File: config.mk
export PLATFORM = sky130hd
export DESIGN_NAME = mul_sequencer
export DESIGN_NICKNAME = d
export VERILOG_FILES = /design/src/rtl/mul_sequencer.sv
export SDC_FILE = /design/constraint.sdc
export NUM_CORES = 1
export LEC_CHECK = 0
export BUFFER_PORTS_ARGS = -buffer_cell sky130_fd_sc_hd__buf_2
export CAP_MARGIN = 30
export CORE_MARGIN = 1.5
export CORE_UTILIZATION = 41
export CTS_CLUSTER_DIAMETER = 60
export DETAILED_ROUTE_END_ITERATION = 10
export PLACE_DENSITY = 0.85
export SYNTH_ARGS = -nofsm -noshare
export SYNTH_HDL_FRONTEND = slang
export SYNTH_SLANG_ARGS = --single-unit
File: constraint.sdc
create_clock -name clk -period 3.25 [get_ports clk]
set_clock_uncertainty 0.05 [all_clocks]
set_input_delay 0.1625 -clock clk [delete_from_list [all_inputs] [get_ports clk]]
set_output_delay 0.1625 -clock clk [all_outputs]
set_load 0.02 [all_outputs]
File: src/rtl/mul_sequencer.sv
// mul_sequencer: drives the radix-4 Booth multiplier core for RV32M MUL/MULH/MULHSU/MULHU.
// Ports: clk, rst (async, active-high), req_* (valid/ready), flush, rsp_* (valid/ready),
//   core_start/core_a/core_b out and core_done/core_product in.
// Option: define MUL_RESULT_CACHE_EN to reuse the last completed, unflushed product.
module mul_sequencer #(
  parameter int XLEN  = 32,
  parameter int TAG_W = 5,
  localparam int CORE_W = XLEN + 2
) (
  input  logic                  clk,
  input  logic                  rst,
  input  logic                  req_valid,
  output logic                  req_ready,
  input  logic [1:0]            req_op,
  input  logic [XLEN-1:0]       req_a,
  input  logic [XLEN-1:0]       req_b,
  input  logic [TAG_W-1:0]      req_tag,
  input  logic                  flush,
  output logic                  rsp_valid,
  input  logic                  rsp_ready,
  output logic [XLEN-1:0]       rsp_data,
  output logic [TAG_W-1:0]      rsp_tag,
  output logic                  core_start,
  output logic [CORE_W-1:0]     core_a,
  output logic [CORE_W-1:0]     core_b,
  input  logic                  core_done,
  input  logic [2*CORE_W-1:0]   core_product
);

  typedef enum logic [2:0] {
    IDLE  = 3'd0,
    ISSUE = 3'd1,
    WAIT  = 3'd2,
    RESP  = 3'd3,
    DRAIN = 3'd4
  } state_t;

  state_t state_q, state_d;

  logic              a_sgn;
  logic              b_sgn;
  logic              accept;
  logic              cap;
  logic              rsp_hs;
  logic              hit;
  logic              lo_q;
  logic [CORE_W-1:0] a_ext;
  logic [CORE_W-1:0] b_ext;
  logic [XLEN-1:0]   hit_data;
  logic [XLEN-1:0]   prod_lo;
  logic [XLEN-1:0]   prod_hi;
  logic              unused_prod;

  assign req_ready  = (state_q == IDLE);
  assign rsp_valid  = (state_q == RESP);
  assign core_start = (state_q == ISSUE);

  assign a_sgn = (req_op == 2'd1) || (req_op == 2'd2);
  assign b_sgn = (req_op == 2'd1);
  assign a_ext = {{2{a_sgn & req_a[XLEN-1]}}, req_a};
  assign b_ext = {{2{b_sgn & req_b[XLEN-1]}}, req_b};

  assign accept = req_valid & req_ready;
  assign rsp_hs = rsp_valid & rsp_ready & ~flush;
  // Result is taken only when it belongs to a live, unflushed op.
  assign cap    = (state_q == WAIT) & core_done & ~flush;

  // Extended operands fit in 2*XLEN bits, so the top bits are pure sign.
  assign prod_lo     = core_product[XLEN-1:0];
  assign prod_hi     = core_product[2*XLEN-1:XLEN];
  assign unused_prod = ^core_product[2*CORE_W-1:2*XLEN];

`ifdef MUL_RESULT_CACHE_EN
  logic              c_vld;
  logic              c_as;
  logic              c_bs;
  logic              as_q;
  logic              bs_q;
  logic [XLEN-1:0]   c_a;
  logic [XLEN-1:0]   c_b;
  logic [2*XLEN-1:0] c_prod;
  logic [2*XLEN-1:0] prod_q;

  // MUL only uses the low half, which is sign-mode independent.
  assign hit = c_vld
            && (req_a == c_a)
            && (req_b == c_b)
            && (((a_sgn == c_as) && (b_sgn == c_bs))
                || (req_op == 2'd0));

  assign hit_data = (req_op == 2'd0)
                  ? c_prod[XLEN-1:0]
                  : c_prod[2*XLEN-1:XLEN];

  always_ff @(posedge clk or posedge rst) begin
    if (rst) begin
      c_vld  <= 1'b0;
      c_as   <= 1'b0;
      c_bs   <= 1'b0;
      c_a    <= '0;
      c_b    <= '0;
      c_prod <= '0;
      as_q   <= 1'b0;
      bs_q   <= 1'b0;
      prod_q <= '0;
    end else begin
      if (accept) begin
        // A hit keeps the cached sign modes so the
        // re-commit below stays self-consistent.
        if (hit) begin
          as_q   <= c_as;
          bs_q   <= c_bs;
          prod_q <= c_prod;
        end else begin
          as_q <= a_sgn;
          bs_q <= b_sgn;
        end
      end
      if (cap) begin
        prod_q <= core_product[2*XLEN-1:0];
      end
      // Commit only once the response leaves unflushed.
      if (rsp_hs) begin
        c_vld  <= 1'b1;
        c_a    <= core_a[XLEN-1:0];
        c_b    <= core_b[XLEN-1:0];
        c_as   <= as_q;
        c_bs   <= bs_q;
        c_prod <= prod_q;
      end
    end
  end
`else
  assign hit      = 1'b0;
  assign hit_data = '0;
`endif

  always_ff @(posedge clk or posedge rst) begin
    if (rst) begin
      state_q <= IDLE;
    end else begin
      state_q <= state_d;
    end
  end

  always_comb begin
    state_d = state_q;
    unique case (state_q)
      IDLE: begin
        if (accept) begin
          state_d = hit ? RESP : ISSUE;
        end
      end
      ISSUE: begin
        state_d = flush ? DRAIN : WAIT;
      end
      WAIT: begin
        if (core_done) begin
          state_d = flush ? IDLE : RESP;
        end else if (flush) begin
          state_d = DRAIN;
        end
      end
      RESP: begin
        if (flush || rsp_ready) begin
          state_d = IDLE;
        end
      end
      DRAIN: begin
        if (core_done) begin
          state_d = IDLE;
        end
      end
      default: begin
        state_d = IDLE;
      end
    endcase
  end

  always_ff @(posedge clk or posedge rst) begin
    if (rst) begin
      core_a   <= '0;
      core_b   <= '0;
      rsp_data <= '0;
      rsp_tag  <= '0;
      lo_q     <= 1'b0;
    end else begin
      if (accept) begin
        core_a  <= a_ext;
        core_b  <= b_ext;
        rsp_tag <= req_tag;
        lo_q    <= (req_op == 2'd0);
        if (hit) begin
          rsp_data <= hit_data;
        end
      end
      if (cap) begin
        rsp_data <= lo_q ? prod_lo : prod_hi;
      end
    end
  end

endmodule
==> flow_summary_export.csv, run 1 <==
group,metric,value,unit
cts,cts-resized-gates,0,
logic_synthesis,syn_inst,290,
timing,fmax,434,MHz
worst_setup_path,cp_slowest_cell,"or4b_4",
worst_setup_path,path_class,"reg -> reg",
worst_setup_path,crit_start,"state_q[2]",
floorplan,initial_utilization,41.9,%
timing,tightest_slew,0.758,ns
placed_design,gp_congestion,0.776,
global_route,grt_first_pass_wirelength,17.7,mm
worst_setup_path,rr_startpoint,"state_q[2]",
logic_synthesis,ys_seq_elements,107,
placed_design,pre_cts_ws,0.982,ns
power,power,6760,uW
worst_setup_path,arrival,2.47,ns
cells_and_area,layout_common_cells,"248 x buf_2, 107 x dfrtp_1, 77 x mux2_2",
run_status,status,"finished, final reports clean",
placed_design,io_buffers,248,
cts,cts_tree,"done",
route,avgViaCountPerCell,4.71,
worst_setup_path,setup.worst_path.end_class,"flop",
global_route,grt_max_degree,74,
worst_setup_path,r2r_setup_slack,0.95,ns
timing,fin_crit,2.30,ns
logic_synthesis,synth_edf_count,0,
timing,rsz0062_at_grt,"no",
logic_synthesis,ys.flop_type,"dfrtp_1",
logic_synthesis,syn_area_per_cell,16.3,um2
timing,relSlewSlack,49.4,%
route,drtIter0Drc,149,
global_route,antenna_found_initial,0,
worst_setup_path,r2r_cells,3,
worst_setup_path,crit_end,"core_b[23]",
route,vias,3416,
timing,finalHoldViolations,0,
logic_synthesis,ys_warn_count,0,
worst_setup_path,cp-start-kind,"flop",
worst_setup_path,cp_data_required_time,3.42,ns
cts,root_buffer,"clkbuf_16",
logic_synthesis,netlist_area,4740,um2
floorplan,ios,253,
power,power_leakage,0.00353,uW
cts,post-cts-setup-buffers,0,
timing,finalSetupViolations,0,
placed_design,dp_hpwl,7.73,mm
cts,cts_buffers,9,
cells_and_area,area_growth,43.3,%
cts,cts_buffer_depth,2,
flow_run,drv_cap,0,
cts,cts_hold_buf,41,
cts,clkSinkCount,107,
cts,insertion_delay,0.33,ns
worst_hold_path,hold_class,"in -> reg",
global_route,grt.overflow.total,0,
route,wl,10.9,mm
global_route,grt_pass1_vias,3703,
global_route,grtUsageTotal,18.0,%
cells_and_area,fillers,860,
worst_setup_path,max_stage_delay,0.91,ns
floorplan,fp-row-count,39,
route,drt_pass1_iterations,4,
cells_and_area,drive_gt1_share,69.6,%
cts,ctsHtreeMaxLevel,3,
cells_and_area,final_common_cell,"buf_2",
floorplan,core,11300,um2
route,ant_nets,0,
cells_and_area,fin_nets,726,
timing,slew_viol_final,0,
floorplan,die_h,111,um
cts,path_clk_slew,0.07,ns
logic_synthesis,synth_cell_types,25,
route,post_drt_wl_per_cell,15.0,um
floorplan,die_w,111,um
worst_setup_path,timing.rr.end,"core_b[23]",
logic_synthesis,yosysSeqAreaShare,56.5,%
worst_setup_path,critPathMaxFanout,46,
route,drc,0,
power,p_per_area,996,nW/um2
logic_synthesis,async_flop_share,100,%
timing,finalCritPeriodShare,70.9,%
worst_setup_path,crit_chain,"or4b_4, buf_4, mux2_4",
timing,setup_ws,0.946,ns
cells_and_area,n_antenna_cell,0,
floorplan,die_area,12200,um2
power,ir_drop,0.000570,V
logic_synthesis,syn-num-nets,437,
timing,fin_setup_tns,0,ns
-- final cells by class --
cell class | instances | area [um2] | area share [%]
inverters | 4 | 17.5 | 0.258
clock inverters | 4 | 23.8 | 0.350
multi-input cells | 160 | 1900 | 28.0
flip-flops and latches | 107 | 2680 | 39.4
well taps | 143 | 179 | 2.63
repair buffers | 297 | 1740 | 25.6
clock buffers | 11 | 253 | 3.72
-- registers in the layout, indices dropped and copies added (netlist names) --
| register | count |
|---|---|
| core_a | 33 |
| core_b | 33 |
| rsp_data | 32 |
| rsp_tag | 5 |
| state_q | 3 |
| lo_q | 1 |
-- per-stage QoR --
step                utilization, %  cells  area (um2)  hold WS [ns]
floorplan                        -    290        4740         0.183
global placement              53.5    667        6060         0.315
detailed placement            53.7    668        6080        0.0813
CTS                           59.8    724        6770      0.000238
global route                  60.0    726        6790       0.00199
finish                        60.0    726        6790        0.0112
-- power by group --
part           switching [uW]  internal, uW
combinational            1700          1650
sequential                398          2000
clock                     452           556
total                    2550          4210
-- worst min-delay path by stage --
stage                     startpoint            to  slack (ns)  cells past startpoint
after floorplan                flush    state_q[1]        0.18                      1
after global placement         flush    state_q[1]        0.31                      2
after detailed placement         rst  rsp_data[22]        0.08                      2
after CTS                   req_a[4]     core_a[4]      0.0002                      2
after global routing        req_a[2]     core_a[2]       0.002                      2
final                       req_b[0]     core_b[0]        0.01                      2
-- cell usage after synthesis, types with 2 or more instances --
cell type | n | area (um2)
a21oi_1 | 2 | 10.0
buf_4 | 5 | 37.5
buf_6 | 8 | 90.1
clkbuf_1 | 5 | 18.8
dfrtp_1 | 107 | 2680
ha_1 | 2 | 25.0
inv_1 | 4 | 15.0
mux2_2 | 77 | 867
mux2_4 | 56 | 841
nand2_1 | 4 | 15.0
nand2b_1 | 2 | 12.5
nor3b_1 | 3 | 22.5
o21ai_0 | 3 | 15.0
-- routing by layer --
layer | routed length [um] | track usage (%)
met1 | 4270 | 20.4
met2 | 5640 | 32.6
met3 | 643 | 3.79
met4 | 306 | 7.86
met5 | 0 | 0
-- worst max-delay path, delay by kind of cell, from the launching register on --
kind                   cells  cell delay (ns)
buffers and inverters      1             0.37
multiplexers               1             0.32
flip-flops                 1             0.49
AND/OR/NAND/NOR            1             0.91
-- kinds of logic after synthesis --
logic type	after synthesis	synth area share (%)
AO/OA/AOI/OAI	6	0.713
adder cells (fa/ha/maj)	2	0.528
buffers and inverters	23	3.51
flip-flops	107	56.5
multiplexers	134	36.3
AND/OR/NAND/NOR	18	2.48
(Power assumes the default switching activity.)
==> run 2: changes to the inputs <==
- CORE_UTILIZATION: 41 -> 45
- PLACE_DENSITY: 0.85 -> 0.88
- clock period: 3.25 -> 2.25 ns (I/O delays scaled with it)
==> flow_summary_export.csv, run 2 (same netlist as run 1, synthesis figures left out) <==
group,metric,value,unit
timing,relSlewSlack,65.5,%
cts,cts-resized-gates,0,
worst_setup_path,cp_slowest_cell,"or4b_4",
route,wl,11.9,mm
timing,finalSetupViolations,0,
cts,insertion_delay,0.35,ns
cells_and_area,finalNonFillerCells,751,
power,power,9560,uW
cells_and_area,n_antenna_cell,0,
worst_hold_path,hold_class,"in -> reg",
route,vias,3593,
worst_setup_path,max_stage_delay,0.69,ns
worst_hold_path,whs_path_depth,3,
floorplan,die_w,106,um
worst_setup_path,critPathMaxFanout,40,
cells_and_area,reg_top3,"core_a (33), core_b (33), rsp_data (32)",
cts,cts_buffer_depth,2,
timing,fin_setup_tns,0,ns
cts,ctsHtreeMaxLevel,3,
cells_and_area,drive_gt1_share,66.3,%
global_route,grt_first_pass_wirelength,19.0,mm
worst_setup_path,rr_startpoint,"state_q[1]",
timing,slew_viol_final,0,
floorplan,fp-row-count,37,
worst_setup_path,cp-start-kind,"flop",
placed_design,io_buffers,248,
cells_and_area,final_common_cell,"buf_2",
cells_and_area,area_growth,48.2,%
global_route,grtUsageTotal,21.8,%
global_route,antenna_found_initial,0,
flow_run,drv_cap,0,
timing,finalCritPeriodShare,85.4,%
worst_setup_path,crit_chain,"or4b_4, buf_12, mux2_4",
floorplan,core,10300,um2
worst_setup_path,crit_end,"core_b[6]",
placed_design,gp_congestion,0.744,
cells_and_area,fillers,721,
cts,path_clk_slew,0.10,ns
power,p_per_area,1360,nW/um2
timing,finalHoldViolations,0,
global_route,grt_pass1_vias,3976,
cells_and_area,multi_input_area,1900,um2
route,post_drt_wl_per_cell,15.9,um
route,ant_nets,0,
cts,root_buffer,"clkbuf_8",
route,avgViaCountPerCell,4.78,
worst_setup_path,crit_start,"state_q[1]",
timing,fin_crit,1.92,ns
route,drc,0,
worst_setup_path,r2r_cells,3,
cells_and_area,fin_nets,758,
cts,clkSinkCount,107,
placed_design,place_area,6110,um2
timing,fmax,521,MHz
worst_setup_path,path_class,"reg -> reg",
worst_setup_path,arrival,2.11,ns
floorplan,initial_utilization,46.1,%
placed_design,dp_hpwl,7.64,mm
cells_and_area,design_area,7020,um2
global_route,grt.overflow.total,0,
cts,cts_tree,"done",
cells_and_area,layout_common_cells,"248 x buf_2, 107 x dfrtp_1, 77 x mux2_2",
power,ir_drop,0.000846,V
floorplan,die_h,106,um
worst_setup_path,setup.worst_path.end_class,"flop",
timing,rsz0062_at_grt,"no",
route,drtIter0Drc,129,
cts,cts_buffers,9,
worst_setup_path,r2r_setup_slack,0.33,ns
run_status,status,"finished, final reports clean",
power,power_leakage,0.00362,uW
floorplan,die_area,11200,um2
timing,tightest_slew,0.517,ns
worst_setup_path,cp_data_required_time,2.44,ns
placed_design,dp.cells,663,
worst_setup_path,timing.rr.end,"core_b[6]",
cells_and_area,register_area,2680,um2
route,drt_pass1_iterations,4,
global_route,grt_max_degree,102,
floorplan,ios,253,
-- run 2: changes by cell type in the layout (fill, tap and decap cells not counted), sizes merged --
cell	previous run	this run
inv	5	6
buf	254	256
clkbuf	11	10
dlygate4sd3	43	73
clkinv	3	1
clkinvlp	0	2
-- run 2: stage by stage --
stage          hold WS [ns]  worst slack, ns  utilization [%]
2_1_floorplan         0.133            0.472                -
3_3_place_gp        -0.0121            0.380             59.4
3_5_place_dp       -0.00718            0.355             59.4
4_1_cts             0.00923            0.336             68.3
5_1_grt              0.0193            0.260             68.3
6_report             0.0368            0.329             68.3
-- run 2: final cells by class --
type,count,share of cell area [%]
tap,136,2.42
clock inverter,5,0.641
multi-input combinational,160,27.1
clock buffer,10,1.96
timing repair buffer,329,29.5
sequential,107,38.1
inverter,4,0.267
-- run 2: power by group --
part / internal, uW / switching (uW)
Clock: 446 / 660
Sequential: 2890 / 545
Combinational: 2460 / 2550
-- run 2: layer usage --
layer / vias to the layer above / track usage, % / routed length, um
li1: 1657 / - / -
met1: 1735 / 23.2 / 4400
met2: 172 / 41.4 / 6430
met3: 29 / 3.96 / 753
met4: 0 / 9.94 / 364
met5: - / 0 / 0
-- run 2: worst min-delay path by stage --
stage / slack, ns / start / end
floorplan: 0.13 / flush / state_q[1]
global placement: -0.01 / rst / core_a[13]
detailed placement: -0.007 / rst / core_a[13]
CTS: 0.009 / core_done / state_q[2]
global route: 0.02 / core_done / state_q[2]
finish: 0.04 / core_done / state_q[2]
-- run 2: what timing repair did --
item / 4_1_cts / 5_1_grt
hold buffers: 73 / 0
endpoints found under the hold margin: 180 / 0
buffers inserted: 0 / 0
-- run 2: worst max-delay path: cells and delay by family (launching register included) --
family                 cells  cell delay (ns)
AND/OR/NAND/NOR            1             0.69
flip-flops                 1             0.44
multiplexers               1             0.32
buffers and inverters      1             0.26
==> run 3: changes to the inputs <==
==> constraint.sdc (replaced) <==
create_clock -name clk -period 2.25 [get_ports clk]
set_clock_uncertainty 0.05 [all_clocks]
set_input_delay 0.45 -clock clk [delete_from_list [all_inputs] [get_ports clk]]
set_output_delay 0.45 -clock clk [all_outputs]
set_load 0.02 [all_outputs]
==> flow_summary_export.csv, run 3 (same netlist as run 1, synthesis figures left out) <==
group,metric,value,unit
run_status,status,"finished, final reports clean",
cts,clkSinkCount,107,
global_route,grt.overflow.total,0,
worst_setup_path,arrival,2.18,ns
worst_setup_path,critPathTopFamily,"simple AND/OR/NAND/NOR gates",
timing,fin_setup_tns,0,ns
cells_and_area,n_antenna_cell,0,
global_route,grt_pass1_vias,3475,
global_route,antenna_found_initial,0,
cts,ctsHtreeMaxLevel,3,
placed_design,gp_congestion,0.742,
cells_and_area,final_common_cell,"buf_2",
cells_and_area,fin_nets,683,
worst_setup_path,cp.buffers_inverters,1,
timing,setup_ws,0.252,ns
cts,post-cts-setup-buffers,0,
cts,insertion_delay,0.35,ns
cells_and_area,drive_gt1_share,75.0,%
worst_setup_path,max_stage_delay,0.69,ns
route,drc,0,
power,ir_drop,0.000764,V
cts,cts_buffer_depth,2,
floorplan,ios,253,
timing,fmax,501,MHz
cts,cts_hold_buf,0,
timing,fin_crit,2.00,ns
timing,rsz0062_at_grt,"no",
global_route,grt_max_degree,108,
worst_setup_path,path_class,"reg -> reg",
placed_design,place_area,6090,um2
cts,path_clk_slew,0.09,ns
timing,relSlewSlack,59.6,%
worst_setup_path,cp_slowest_cell,"or4b_4",
cells_and_area,fillers,822,
power,p_per_area,1510,nW/um2
floorplan,die_w,106,um
route,drt_pass1_iterations,4,
worst_setup_path,cp_data_required_time,2.44,ns
worst_setup_path,cp-start-kind,"flop",
cells_and_area,area_growth,33.1,%
timing,finalCritPeriodShare,88.8,%
cts,cts_buffers,9,
route,avgViaCountPerCell,4.76,
cts,cts_tree,"done",
global_route,grt_first_pass_wirelength,16.5,mm
route,ant_nets,0,
power,power_leakage,0.00332,uW
worst_setup_path,crit_chain,"or4b_4, buf_12, mux2_4",
cells_and_area,layout_common_cells,"248 x buf_2, 107 x dfrtp_1, 77 x mux2_2",
worst_setup_path,critPathMaxFanout,50,
floorplan,die_area,11200,um2
worst_hold_path,hold_class,"in -> async",
timing,tightest_slew,0.606,ns
route,post_drt_wl_per_cell,15.2,um
worst_setup_path,setup.worst_path.end_class,"flop",
route,wl,10.3,mm
timing,hold-worst-slack,0.146,ns
route,vias,3220,
global_route,grtUsageTotal,18.8,%
route,drtIter0Drc,88,
cts,root_buffer,"clkbuf_8",
cells_and_area,reg_top3,"core_a (33), core_b (33), rsp_data (32)",
floorplan,die_h,106,um
cts,cts-resized-gates,0,
cells_and_area,design_area,6310,um2
placed_design,pre_cts_ws,0.271,ns
floorplan,initial_utilization,46.1,%
timing,finalHoldViolations,0,
floorplan,core,10300,um2
timing,finalSetupViolations,0,
placed_design,dp_hpwl,7.86,mm
floorplan,fp-row-count,37,
placed_design,io_buffers,248,
timing,slew_viol_final,0,
flow_run,drv_cap,0,
[run 3: worst reg2reg max path, delay by kind of cell, from the launching register on]
family,cells,cell delay [ns]
flip-flops,1,0.51
buffers and inverters,1,0.26
AND/OR/NAND/NOR,1,0.69
multiplexers,1,0.39
[run 3: report_power, final]
part           internal [uW]  switching (uW)
sequential              2890             549
combinational           2360            2490
clock                    655             603
total                   5900            3650
[run 3: metrics by stage]
stage / power, uW / std cells / utilization [%]
after floorplan: 6910 / 290 / -
after global placement: 8150 / 661 / 59.3
after detailed placement: 8380 / 661 / 59.3
after CTS: 9680 / 676 / 61.4
after global routing: 10100 / 676 / 61.4
final: 9540 / 676 / 61.4
[run 3: layer usage]
layer	vias up	routed length [um]	global-route usage [%]
met5	-	0	0
met2	153	5370	34.6
met4	0	252	8.30
met3	23	663	3.40
met1	1535	4010	21.3
li1	1509	-	-
[run 3: path summary, 6_finish.rpt]
kind / from / endpoint / slack, ns / cells past startpoint
worst max-delay path: state_q[2] / core_b[6] / 0.25 / 3
worst min-delay path: rst / rsp_data[0] / 0.15 / 3
worst max register to register: state_q[2] / core_b[6] / 0.25 / 3
worst min register to register: rsp_data[21] / rsp_data[21] / 0.45 / 1
max in group asynchronous: rst / rsp_data[14] / 1.49 / 3
min in group clk: flush / state_q[1] / 0.24 / 2
[run 3: layout make-up]
| class | instances | area, um2 | area share [%] |
|---|---|---|---|
| Sequential cell | 107 | 2680 | 42.4 |
| Clock buffer | 11 | 141 | 2.24 |
| Tap cell | 136 | 170 | 2.70 |
| Inverter | 4 | 18.8 | 0.297 |
| Timing Repair Buffer | 254 | 1320 | 21.0 |
| Multi-Input combinational cell | 160 | 1900 | 30.2 |
| Clock inverter | 4 | 73.8 | 1.17 |
